===== config.mk =====
export PLATFORM = sky130hd
export DESIGN_NAME = fc_bias_sequencer_flat
export DESIGN_NICKNAME = d
export VERILOG_FILES = /design/src/rtl/fc_pkg.sv /design/src/rtl/fc_bias_sequencer_if.sv /design/src/rtl/fc_sat_add.sv /design/src/rtl/fc_bias_sequencer.sv /design/src/flat_wrapper.sv
export SDC_FILE = /design/constraint.sdc
export NUM_CORES = 1
export LEC_CHECK = 0
export ABC_AREA = 1
export CAP_MARGIN = 20
export CORE_AREA = 2 2 186 261
export CTS_CLUSTER_SIZE = 30
export DETAILED_ROUTE_END_ITERATION = 10
export DIE_AREA = 0 0 188 263
export PLACE_DENSITY = 0.82
export REMOVE_ABC_BUFFERS = 1
export SLEW_MARGIN = 20
export SYNTH_ARGS = -nofsm -noshare
export SYNTH_HDL_FRONTEND = slang
export SYNTH_SLANG_ARGS = --single-unit

===== constraint.sdc =====
create_clock -name clk -period 4.2 [get_ports clk]
set_input_delay 0.84 -clock clk [delete_from_list [all_inputs] [get_ports clk]]
set_output_delay 0.84 -clock clk [all_outputs]
set_load 0.05 [all_outputs]

===== src/rtl/fc_pkg.sv =====
// fc_pkg: shared constants, state type and lane helper for the FC bias-add stage
package fc_pkg;
    localparam int DATA_WIDTH   = 16;
    localparam int OUTPUT_NODES = 10;
    localparam int NUM_BANKS    = 4;
    localparam int ADDR_WIDTH   = 6;
    localparam int BANK_W       = $clog2(NUM_BANKS);
    localparam int K_W          = $clog2(OUTPUT_NODES + 1);
    localparam int VEC_W        = DATA_WIDTH * OUTPUT_NODES;
    localparam logic [DATA_WIDTH-1:0] FX_MAX = {1'b0, {(DATA_WIDTH-1){1'b1}}};
    localparam logic [DATA_WIDTH-1:0] FX_MIN = {1'b1, {(DATA_WIDTH-1){1'b0}}};

    typedef enum logic [1:0] {IDLE, LOAD, ADD, HOLD} state_e;

    function automatic logic [DATA_WIDTH-1:0] lane(input logic [VEC_W-1:0] v, input int i);
        return v[DATA_WIDTH*i +: DATA_WIDTH];
    endfunction
endpackage


===== src/rtl/fc_bias_sequencer_if.sv =====
// fc_bias_sequencer_if: input vector handshake, bias memory read port and output handshake
//   slave  = the sequencer, master = its environment
interface fc_bias_sequencer_if;
    import fc_pkg::*;
    logic                    in_valid;
    logic                    in_ready;
    logic [VEC_W-1:0]        fc_in;
    logic [BANK_W-1:0]       bank_sel;
    logic                    bias_rd_en;
    logic [ADDR_WIDTH-1:0]   bias_rd_addr;
    logic [DATA_WIDTH-1:0]   bias_rd_data;
    logic                    out_valid;
    logic                    out_ready;
    logic [VEC_W-1:0]        cnn_out;
    logic [OUTPUT_NODES-1:0] sat_flags;

    modport slave (
        input  in_valid, fc_in, bank_sel, bias_rd_data, out_ready,
        output in_ready, bias_rd_en, bias_rd_addr, out_valid, cnn_out, sat_flags
    );
    modport master (
        output in_valid, fc_in, bank_sel, bias_rd_data, out_ready,
        input  in_ready, bias_rd_en, bias_rd_addr, out_valid, cnn_out, sat_flags
    );
endinterface


===== src/rtl/fc_sat_add.sv =====
// fc_sat_add: one-lane signed saturating adder
//   a, b   : signed lane operands
//   result : a+b clamped to the lane range
//   sat    : high when result was clamped
module fc_sat_add
    import fc_pkg::*;
(
    input  logic signed [DATA_WIDTH-1:0] a,
    input  logic signed [DATA_WIDTH-1:0] b,
    output logic signed [DATA_WIDTH-1:0] result,
    output logic                         sat
);
    logic signed [DATA_WIDTH:0] sum;
    assign sum = {a[DATA_WIDTH-1], a} + {b[DATA_WIDTH-1], b};
    // overflow iff the extra sign bit disagrees with the lane sign bit
    assign sat = sum[DATA_WIDTH] ^ sum[DATA_WIDTH-1];
    assign result = !sat ? sum[DATA_WIDTH-1:0] : sum[DATA_WIDTH] ? FX_MIN : FX_MAX;
endmodule


===== src/rtl/fc_bias_sequencer.sv =====
// fc_bias_sequencer: caches a bias bank from external memory and adds it lane-wise with saturation
//   clk, reset : clock, synchronous active-high reset
//   io         : input vector handshake, bias memory read port, registered output handshake
module fc_bias_sequencer
    import fc_pkg::*;
(
    input logic                clk,
    input logic                reset,
    fc_bias_sequencer_if.slave io
);
    state_e                  state_q, state_d;
    logic [K_W-1:0]          k_q, k_d;
    logic [VEC_W-1:0]        fc_q, cnn_out_q, sum_w;
    logic [BANK_W-1:0]       bank_q, cached_bank_q, bank_norm;
    logic                    cache_valid_q;
    logic [DATA_WIDTH-1:0]   cache_q [OUTPUT_NODES];
    logic [OUTPUT_NODES-1:0] sat_q, sat_w;
    logic                    accept, hit, rd_en, load_last;

    assign bank_norm = 32'(io.bank_sel) < NUM_BANKS ? io.bank_sel : '0;
    assign accept    = io.in_valid && io.in_ready;
    assign hit       = cache_valid_q && cached_bank_q == bank_norm;
    // LOAD runs one cycle past the last read to capture its data
    assign load_last = k_q == K_W'(OUTPUT_NODES);
    assign rd_en     = state_q == LOAD && !load_last;

    assign io.in_ready     = state_q == IDLE && !reset;
    assign io.bias_rd_en   = rd_en;
    assign io.bias_rd_addr = rd_en ? ADDR_WIDTH'(int'(bank_q) * OUTPUT_NODES + int'(k_q)) : '0;
    assign io.out_valid    = state_q == HOLD;
    assign io.cnn_out      = cnn_out_q;
    assign io.sat_flags    = sat_q;

    always_comb begin
        state_d = state_q;
        k_d     = '0;
        case (state_q)
            IDLE: state_d = accept ? (hit ? ADD : LOAD) : IDLE;
            LOAD: begin
                k_d     = k_q + K_W'(1);
                state_d = load_last ? ADD : LOAD;
            end
            ADD:  state_d = HOLD;
            HOLD: state_d = io.out_ready ? IDLE : HOLD;
            default: state_d = IDLE;
        endcase
    end

    always_ff @(posedge clk) begin
        if (reset) begin
            state_q       <= IDLE;
            k_q           <= '0;
            fc_q          <= '0;
            bank_q        <= '0;
            cached_bank_q <= '0;
            cache_valid_q <= 1'b0;
            cnn_out_q     <= '0;
            sat_q         <= '0;
        end else begin
            state_q <= state_d;
            k_q     <= k_d;
            if (accept) begin
                fc_q   <= io.fc_in;
                bank_q <= bank_norm;
            end
            // a fill in progress is never trusted until it completes
            if (accept && !hit)
                cache_valid_q <= 1'b0;
            if (state_q == LOAD && load_last) begin
                cache_valid_q <= 1'b1;
                cached_bank_q <= bank_q;
            end
            if (state_q == ADD) begin
                cnn_out_q <= sum_w;
                sat_q     <= sat_w;
            end
        end
    end

    // read data arrives one cycle after its strobe, so cycle k stores lane k-1
    always_ff @(posedge clk) begin
        if (!reset && state_q == LOAD && k_q != '0)
            cache_q[k_q - K_W'(1)] <= io.bias_rd_data;
    end

    for (genvar g = 0; g < OUTPUT_NODES; g++) begin : g_lane
        fc_sat_add u_add (
            .a      (lane(fc_q, g)),
            .b      (cache_q[g]),
            .result (sum_w[DATA_WIDTH*g +: DATA_WIDTH]),
            .sat    (sat_w[g])
        );
    end
endmodule


===== src/flat_wrapper.sv =====
// flat-port wrapper written by rule: the top's interface ports become plain ports
module fc_bias_sequencer_flat import fc_pkg::*;
  (clk, reset, io_in_valid, io_fc_in, io_bank_sel, io_bias_rd_data, io_out_ready, io_in_ready, io_bias_rd_en, io_bias_rd_addr, io_out_valid, io_cnn_out, io_sat_flags);
  fc_bias_sequencer_if io_i ();
  input logic clk;
  input logic reset;
  input wire logic [$bits(io_i.in_valid)-1:0] io_in_valid;
  input wire logic [$bits(io_i.fc_in)-1:0] io_fc_in;
  input wire logic [$bits(io_i.bank_sel)-1:0] io_bank_sel;
  input wire logic [$bits(io_i.bias_rd_data)-1:0] io_bias_rd_data;
  input wire logic [$bits(io_i.out_ready)-1:0] io_out_ready;
  output wire logic [$bits(io_i.in_ready)-1:0] io_in_ready;
  output wire logic [$bits(io_i.bias_rd_en)-1:0] io_bias_rd_en;
  output wire logic [$bits(io_i.bias_rd_addr)-1:0] io_bias_rd_addr;
  output wire logic [$bits(io_i.out_valid)-1:0] io_out_valid;
  output wire logic [$bits(io_i.cnn_out)-1:0] io_cnn_out;
  output wire logic [$bits(io_i.sat_flags)-1:0] io_sat_flags;
  assign io_i.in_valid = io_in_valid;
  assign io_i.fc_in = io_fc_in;
  assign io_i.bank_sel = io_bank_sel;
  assign io_i.bias_rd_data = io_bias_rd_data;
  assign io_i.out_ready = io_out_ready;
  assign io_in_ready = io_i.in_ready;
  assign io_bias_rd_en = io_i.bias_rd_en;
  assign io_bias_rd_addr = io_i.bias_rd_addr;
  assign io_out_valid = io_i.out_valid;
  assign io_cnn_out = io_i.cnn_out;
  assign io_sat_flags = io_i.sat_flags;
  fc_bias_sequencer u_core (.clk(clk), .reset(reset), .io(io_i));
endmodule

==> impl_results.md, run 1 <==
* Status: completed
* Commonest non-fill, non-tap cell in the layout: nand2_1
* Grt ovf at 0
* Final period utilization at between 80% and 90%
* Register area at between 10000 and 15000 µm²
* IO Pins at roughly 360
* Core area at ~47000 µm²
* Area occupied by multi-input gates at between 10000 and 15000 µm²
* GRT Overall Usage at 29.3%
* Minimum clock period at ~3700 ps
* Avg WL per Cell at ~17 µm
* Worst slew pin tran at about 1100 ps
* Global placement routability congestion at roughly 0.93
* Share of cells above drive strength 1 at 4.61%
* Sequential share of the synthesized area at between 40% and 50%
* Synth top area cells: dfxtp_1, edfxtp_1, nand2_1
* Synth warn at 0
* Area growth, synth to finish at 20.9%
* Worst skew pair latency at approximately 570 ps
* Residual DRC at 0
* Fin util at roughly 70%
* Hold Crit Class: flop to flop
* Die ar. at between 40000 and 50000 µm²
* Power Dens Cells at 331 nW/µm²
* Initial antenna violation count at 12
* CTS max path bufs at 3
* Final hold slack at 471 ps
* Leak Pwr at about 14 nW
* Pin count of the biggest net entering global routing at about 170
* Final setup violation count at 0
* VDD IR max at about 0.28 mV
* TritonRoute pass-1 iters at 6
* Starting Density at 56.8%
* Mapped Cells at between 3000 and 4000
* Cts bufs inserted at about 50
* Pwr Total at between 0.01 and 0.015 W
* Clock slew at reported path FFs at about 60 ps
* Final Max Tran Viols at 0
* Syn_area_per_cell at around 8 µm²
* Fill count at 3936
* Chip width at 188 µm
* Cell Rows at 94
* Post CTS Setup Buffer Count at 0
* R2R depth at 13
* Path type of the worst setup path: flop to primary output
* Most frequent cells in the layout: nand2_1, a21oi_1, clkdlybuf4s50_1
* Clock Skews at 19.9 ps
* Setup crit end kind: primary output
* Via count at about 24000
* CTS Root Cell: clkbuf_16
* Dpl hpwl at 52400 µm
* Slew headroom at 23.2%
* Worst-path maximum fanout at 6
* DRT iter0 DRCs at about 1300
* IO buf count at 360
* CTS Sinks at ~500
* Hold buffers post-CTS at 0
* CP Data Required Time at 3360 ps
* H-tree Lvls at 2
* Remaining antenna violation count at 0
* Cell variety after synth at 34
* Total of max-cap violations at 0
* Final #Nets at approximately 4000
* Synthesized flop and latch total at 501
* Achievable Freq at 0.271 GHz
* CP arrival at 2850 ps
* RSZ-0062 raised after global routing: false
* Mapped cell area at between 20000 and 30000 µm²
* Die Ht at approximately 260 µm
* Final Hold Viols at 0
* Hold Crit Depth at 2
* CTS tree: done
* Post-cts gate resize count at 0
* Vias in the first global route at ~23000
* Top cell type's share of synthesized area at roughly a quarter
* Vias per inst at 5.48
* First-pass GRT wire length at between 100000 and 150000 µm
* Dominant cell type by area after synthesis: dfxtp_1
* Setup crit start kind: flop
* WL final at 74300 µm
==> registers in the layout (all words and copies together) (netlist names) <==
name                  count
u_core.bank_q             2
u_core.cache_q          160
u_core.cache_valid_q      1
u_core.cached_bank_q      2
u_core.fc_q             160
u_core.io.cnn_out       160
u_core.io.sat_flags      10
u_core.k_q                4
u_core.state_q            2
==> per-stage QoR <==
stage / worst slack (ps) / TNS [ps] / instances / cell area (µm²)
after global placement: 1080 / 0 / 4241 / 30600
after global routing: 372 / 0 / 4336 / 32200
after CTS: 498 / 0 / 4330 / 32200
after floorplan: -3040 / -480000 / 3235 / 26000
final: 506 / 0 / 4337 / 32200
after detailed placement: 1090 / 0 / 4241 / 30600
==> logic make-up after synthesis <==
logic type,after synthesis,synth area share [%]
flops,501,43.7
compound gates,675,14.1
buf+inv,407,6.37
xor+xnor,118,3.88
simple gates,1486,23.2
fa+ha+maj,180,8.77
==> Yosys cell counts <==
library cell  number
nand3_2           19
or2_1              9
nand2_1          991
a21oi_2           10
nand2_2           13
a31oi_1           11
a21o_1             1
o211ai_1         100
nor3_1            43
a21oi_1          457
nand3_1          236
dfxtp_1          341
xnor2_1           56
or2_0              1
nor2_1           147
edfxtp_1         160
nor3b_1            1
inv_1            272
or2_2             19
ha_1             169
nand4_1            1
a21oi_4            1
clkbuf_1          80
fa_1              11
and2_1             5
inv_2              3
buf_1              2
nor3_2             1
buf_4             22
o21bai_1          28
buf_6              8
o21ai_0           67
xor2_1            62
buf_2             20
==> final timing paths <==
path / startpoint / to / slack [ps]
max reg2reg: u_core.cache_q[6][0]$_DFFE_PP_ / u_core.io.cnn_out[109]$_SDFFE_PP0P_ / 1540
max: u_core.k_q[0]$_SDFF_PP0_ / io_bias_rd_addr[5] / 510
min reg2reg: u_core.fc_q[94]$_SDFFE_PP0P_ / u_core.fc_q[94]$_SDFFE_PP0P_ / 470
min: u_core.fc_q[94]$_SDFFE_PP0P_ / u_core.fc_q[94]$_SDFFE_PP0P_ / 470
==> area by class of cell <==
cell class	instances	share of cell area (%)
Multi-Input combinational cell	2459	41.4
Sequential cell	501	36.1
Timing Repair Buffer	382	11.8
Clock buffer	70	4.50
Inverter	275	3.24
Tap cell	624	2.42
Clock inverter	19	0.482
Antenna cell	7	0.0544
==> metal layers <==
layer,wire (µm),share of wire [%],global-route usage (%)
met5,42,0.057,0
met2,36500,49,51.9
met1,29800,40,34.9
met4,3830,5.2,14.6
met3,4180,5.6,3.63
==> critical path, cell delays in order (launching register included) <==
cell and delay, ps:
dfxtp_1 440, inv_1 170, ha_1 260, nand3_1 110, inv_1 40, nor2_1 170
inv_1 140, nor3_1 150, clkdlybuf4s50_1 820
==> report_power, final <==
group	internal (W)	switching, W	total, W
logic	0.000445	0.000692	0.00114
clock network	0.00253	0.00189	0.00441
registers	0.00507	0.0000565	0.00513
total	0.00804	0.00263	0.0107
Note: power is estimated with default switching activity, not from simulation.
==> inputs of run 2 (changes only) <==
--- a/config.mk
+++ b/config.mk
@@ -7,11 +7,10 @@
 export LEC_CHECK = 0
 export ABC_AREA = 1
 export CAP_MARGIN = 20
-export CORE_AREA = 2 2 186 261
+export CORE_AREA = 2 2 255 358
 export CTS_CLUSTER_SIZE = 30
 export DETAILED_ROUTE_END_ITERATION = 10
-export DIE_AREA = 0 0 188 263
-export PLACE_DENSITY = 0.82
+export DIE_AREA = 0 0 257 360
 export REMOVE_ABC_BUFFERS = 1
 export SLEW_MARGIN = 20
 export SYNTH_ARGS = -nofsm -noshare
==> constraint.sdc (replaced) <==
create_clock -name clk -period 4.2 [get_ports clk]
set_input_delay 0.84 -clock clk [delete_from_list [all_inputs] [get_ports clk]]
set_output_delay 0.84 -clock clk [all_outputs]
set_load 0.01 [all_outputs]
==> run 2 against run 1 <==
Critical path depth did not move; non-clock buffer count grew 15; wire length up 18%; critical endpoint unchanged; first-iteration DRC count increased by 3.3%; register-to-register slack about the same; combinational power rose by 4%; largest power group unchanged; total power grew 4.5%; flip-flop and latch count stayed put; cell count up 13%; largest cell class unchanged; cell area increased by 3.1%; sequential share of layout area fell by 1.1 points; setup slack improved by 200 ps.
==> impl_results.md, run 2 (same netlist as run 1, synthesis figures left out) <==
* Residual DRC at 0 (unchanged)
* Pin count of the biggest net entering global routing at 177 (+7.3%)
* CP top delay family: buffers and inverters
* Total of max-cap violations at 0 (unchanged)
* Psw at 0.00287 W (+8.8%)
* Die Ht at 360 µm (+37%)
* Final setup violation count at 0 (unchanged)
* IO Pins at 361 (unchanged)
* Logic pwr share at 10.7% (about the same)
* Crit-path cells: inv_1 > ha_1 > nand3_1 > inv_1 > nor2_1 > inv_1 > nor3_1 > clkdlybuf4s50_1
* H-tree Lvls at 2 (unchanged)
* Fill count at 9178 (+130%)
* Clock slew at reported path FFs at 60 ps (about the same)
* Path type of the worst setup path: flop to primary output
* DP Area at 31400 µm² (+2.8%)
* Sw frac at 25.7% (+1.0 points)
* Final period utilization at 83.1% (-4.9 points)
* Final Hold Viols at 0 (unchanged)
* Final Max Tran Viols at 0 (unchanged)
* CP peak stage delay at 560 ps (-260 ps)
* Worst r2r src: u_core.cache_q[3][0]$_DFFE_PP_
* Grt ovf at 0 (unchanged)
* Commonest non-fill, non-tap cell in the layout: nand2_1
* Pwr Total at 0.0112 W (+4.5%)
* Crit. Startpoint: u_core.k_q[0]$_SDFF_PP0_
* Chip width at 257 µm (+37%)
* GRT Overall Usage at 18.6% (-11 points)
* Cell Rows at 130 (+38%)
* Hold Crit Class: flop to flop
* Vias in the first global route at 22800 (-0.057%)
* Minimum clock period at 3490 ps (-204 ps)
* Post CTS Setup Buffer Count at 0 (unchanged)
* CP Data Required Time at 3360 ps (about the same)
* CTS tree: done
* VDD IR max at 0.265 mV (-4.4%)
* Via count at 23400 (-1.4%)
* Setup crit end kind: primary output
* Seq pwr share at 46.0% (-2.0 points)
* Core area at 89300 µm² (+90%)
* Clock power frac at 43.3% (+2.0 points)
* Vias per inst at 4.76 (-13%)
* Clock Skews at 16.9 ps (-3.03 ps)
* Worst-path maximum fanout at 6 (unchanged)
* IO buf count at 360 (unchanged)
* Area growth, synth to finish at 24.7%
* Post-cts gate resize count at 0 (unchanged)
* Setup crit start kind: flop
* Worst slew pin tran at 1160 ps (+12.3 ps)
* Achievable Freq at 0.287 GHz (+5.8%)
* Worst skew pair latency at 610 ps (+40 ps)
* Starting Density at 29.8% (-27 points)
* Final #Nets at 4050 (+0.50%)
* Worst path most repeated cell: inv_1
* Hold buffers post-CTS at 0 (unchanged)
* Cts bufs inserted at 54 (+10%)
* TritonRoute pass-1 iters at 7 (+1)
* Most frequent cells in the layout: nand2_1, a21oi_1, clkdlybuf4s50_1
* Remaining antenna violation count at 0 (unchanged)
* Share of cells above drive strength 1 at 5.23% (+0.61 points)
* Avg WL per Cell at 17.8 µm (+4.2%)
* Number of diodes at 0 (-7)
* First-pass GRT wire length at 134000 µm (+14%)
* Slew headroom at 22.7% (-0.58 points)
* CP Buf/Inv Count at 4 (unchanged)
* CTS Sinks at 501 (unchanged)
* WL final at 87800 µm (+18%)
* Leak Pwr at 13.8 nW (+1.2%)
* DRT iter0 DRCs at 1341 (+3.3%)
* Power Dens Cells at 336 nW/µm² (+1.3%)
* Critical Path Slowest Stage Cell: clkdlybuf4s50_1
* Dpl hpwl at 61700 µm (+18%)
* CTS Root Cell: clkbuf_16
* CTS max path bufs at 3 (unchanged)
* Design Area, Final at 33200 µm² (+3.1%)
* Min-Delay Startpoint: u_core.fc_q[16]$_SDFFE_PP0P_
* Status: completed
* CP arrival at 2650 ps (-200 ps)
* Global placement routability congestion at 0.883 (-5.0%)
* Die ar. at 92500 µm² (+87%)
* Internal at 0.00829 W (+3.1%)
* Initial antenna violation count at 10 (-2)
* RSZ-0062 raised after global routing: false
run 2: cell types whose count changed in the layout (fill, tap and decap cells not counted), sizes merged:
cell    before  now
diode        7    0
buf         23   38
clkinv      13   16
clkbuf      70   78
run 2: power groups by stage:
stage | clock, W | combinational (W) | sequential [W]
2_1_floorplan | 0 | 0.000652 | 0.00521
3_5_place_dp | 0 | 0.00120 | 0.00523
4_1_cts | 0.00498 | 0.00121 | 0.00513
6_report | 0.00483 | 0.00119 | 0.00513
5_1_grt | 0.00517 | 0.00132 | 0.00514
3_3_place_gp | 0 | 0.00120 | 0.00523
run 2: final timing paths:
kind	endpoint	slack [ps]	cells past startpoint
min	u_core.fc_q[16]$_SDFFE_PP0P_	470	2
max	io_bias_rd_addr[5]	710	8
max reg2reg	u_core.io.cnn_out[62]$_SDFFE_PP0P_	1550	13
min reg2reg	u_core.fc_q[16]$_SDFFE_PP0P_	470	2
run 2: cell type report:
type | instances | area [µm²] | share of cell area (%)
Multi-Input combinational cell | 2459 | 13300 | 40.2
Sequential cell | 501 | 11600 | 35.0
Timing Repair Buffer | 397 | 3940 | 11.9
Clock buffer | 78 | 1600 | 4.80
Tap cell | 1188 | 1490 | 4.48
Inverter | 275 | 1040 | 3.15
Clock inverter | 22 | 179 | 0.539
run 2: per-layer routing:
| layer | track usage, % | vias to the layer above | wire length (µm) |
|---|---|---|---|
| met5 | 0 | - | 69 |
| met4 | 6.13 | 10 | 2790 |
| met3 | 2.82 | 131 | 3450 |
| met2 | 33.3 | 463 | 43500 |
| met1 | 22.5 | 10900 | 38000 |
| li1 | - | 11900 | - |
run 2: metrics by stage:
step	std cells	setup WS (ps)	hold WS, ps	setup TNS (ps)	utilization [%]
final	4920	710	468	0	37.2
after floorplan	3235	-1780	443	-271170	-
after detailed placement	4820	1320	461	0	35.2
after global placement	4820	1310	459	0	35.2
after global routing	4920	502	488	0	37.2
after CTS	4920	660	471	0	37.2
run 2: worst min-delay path, cell delays in order, from the launching register on:
cell	delay, ps
dfxtp_1	310
nand2_1	60
a21oi_1	50
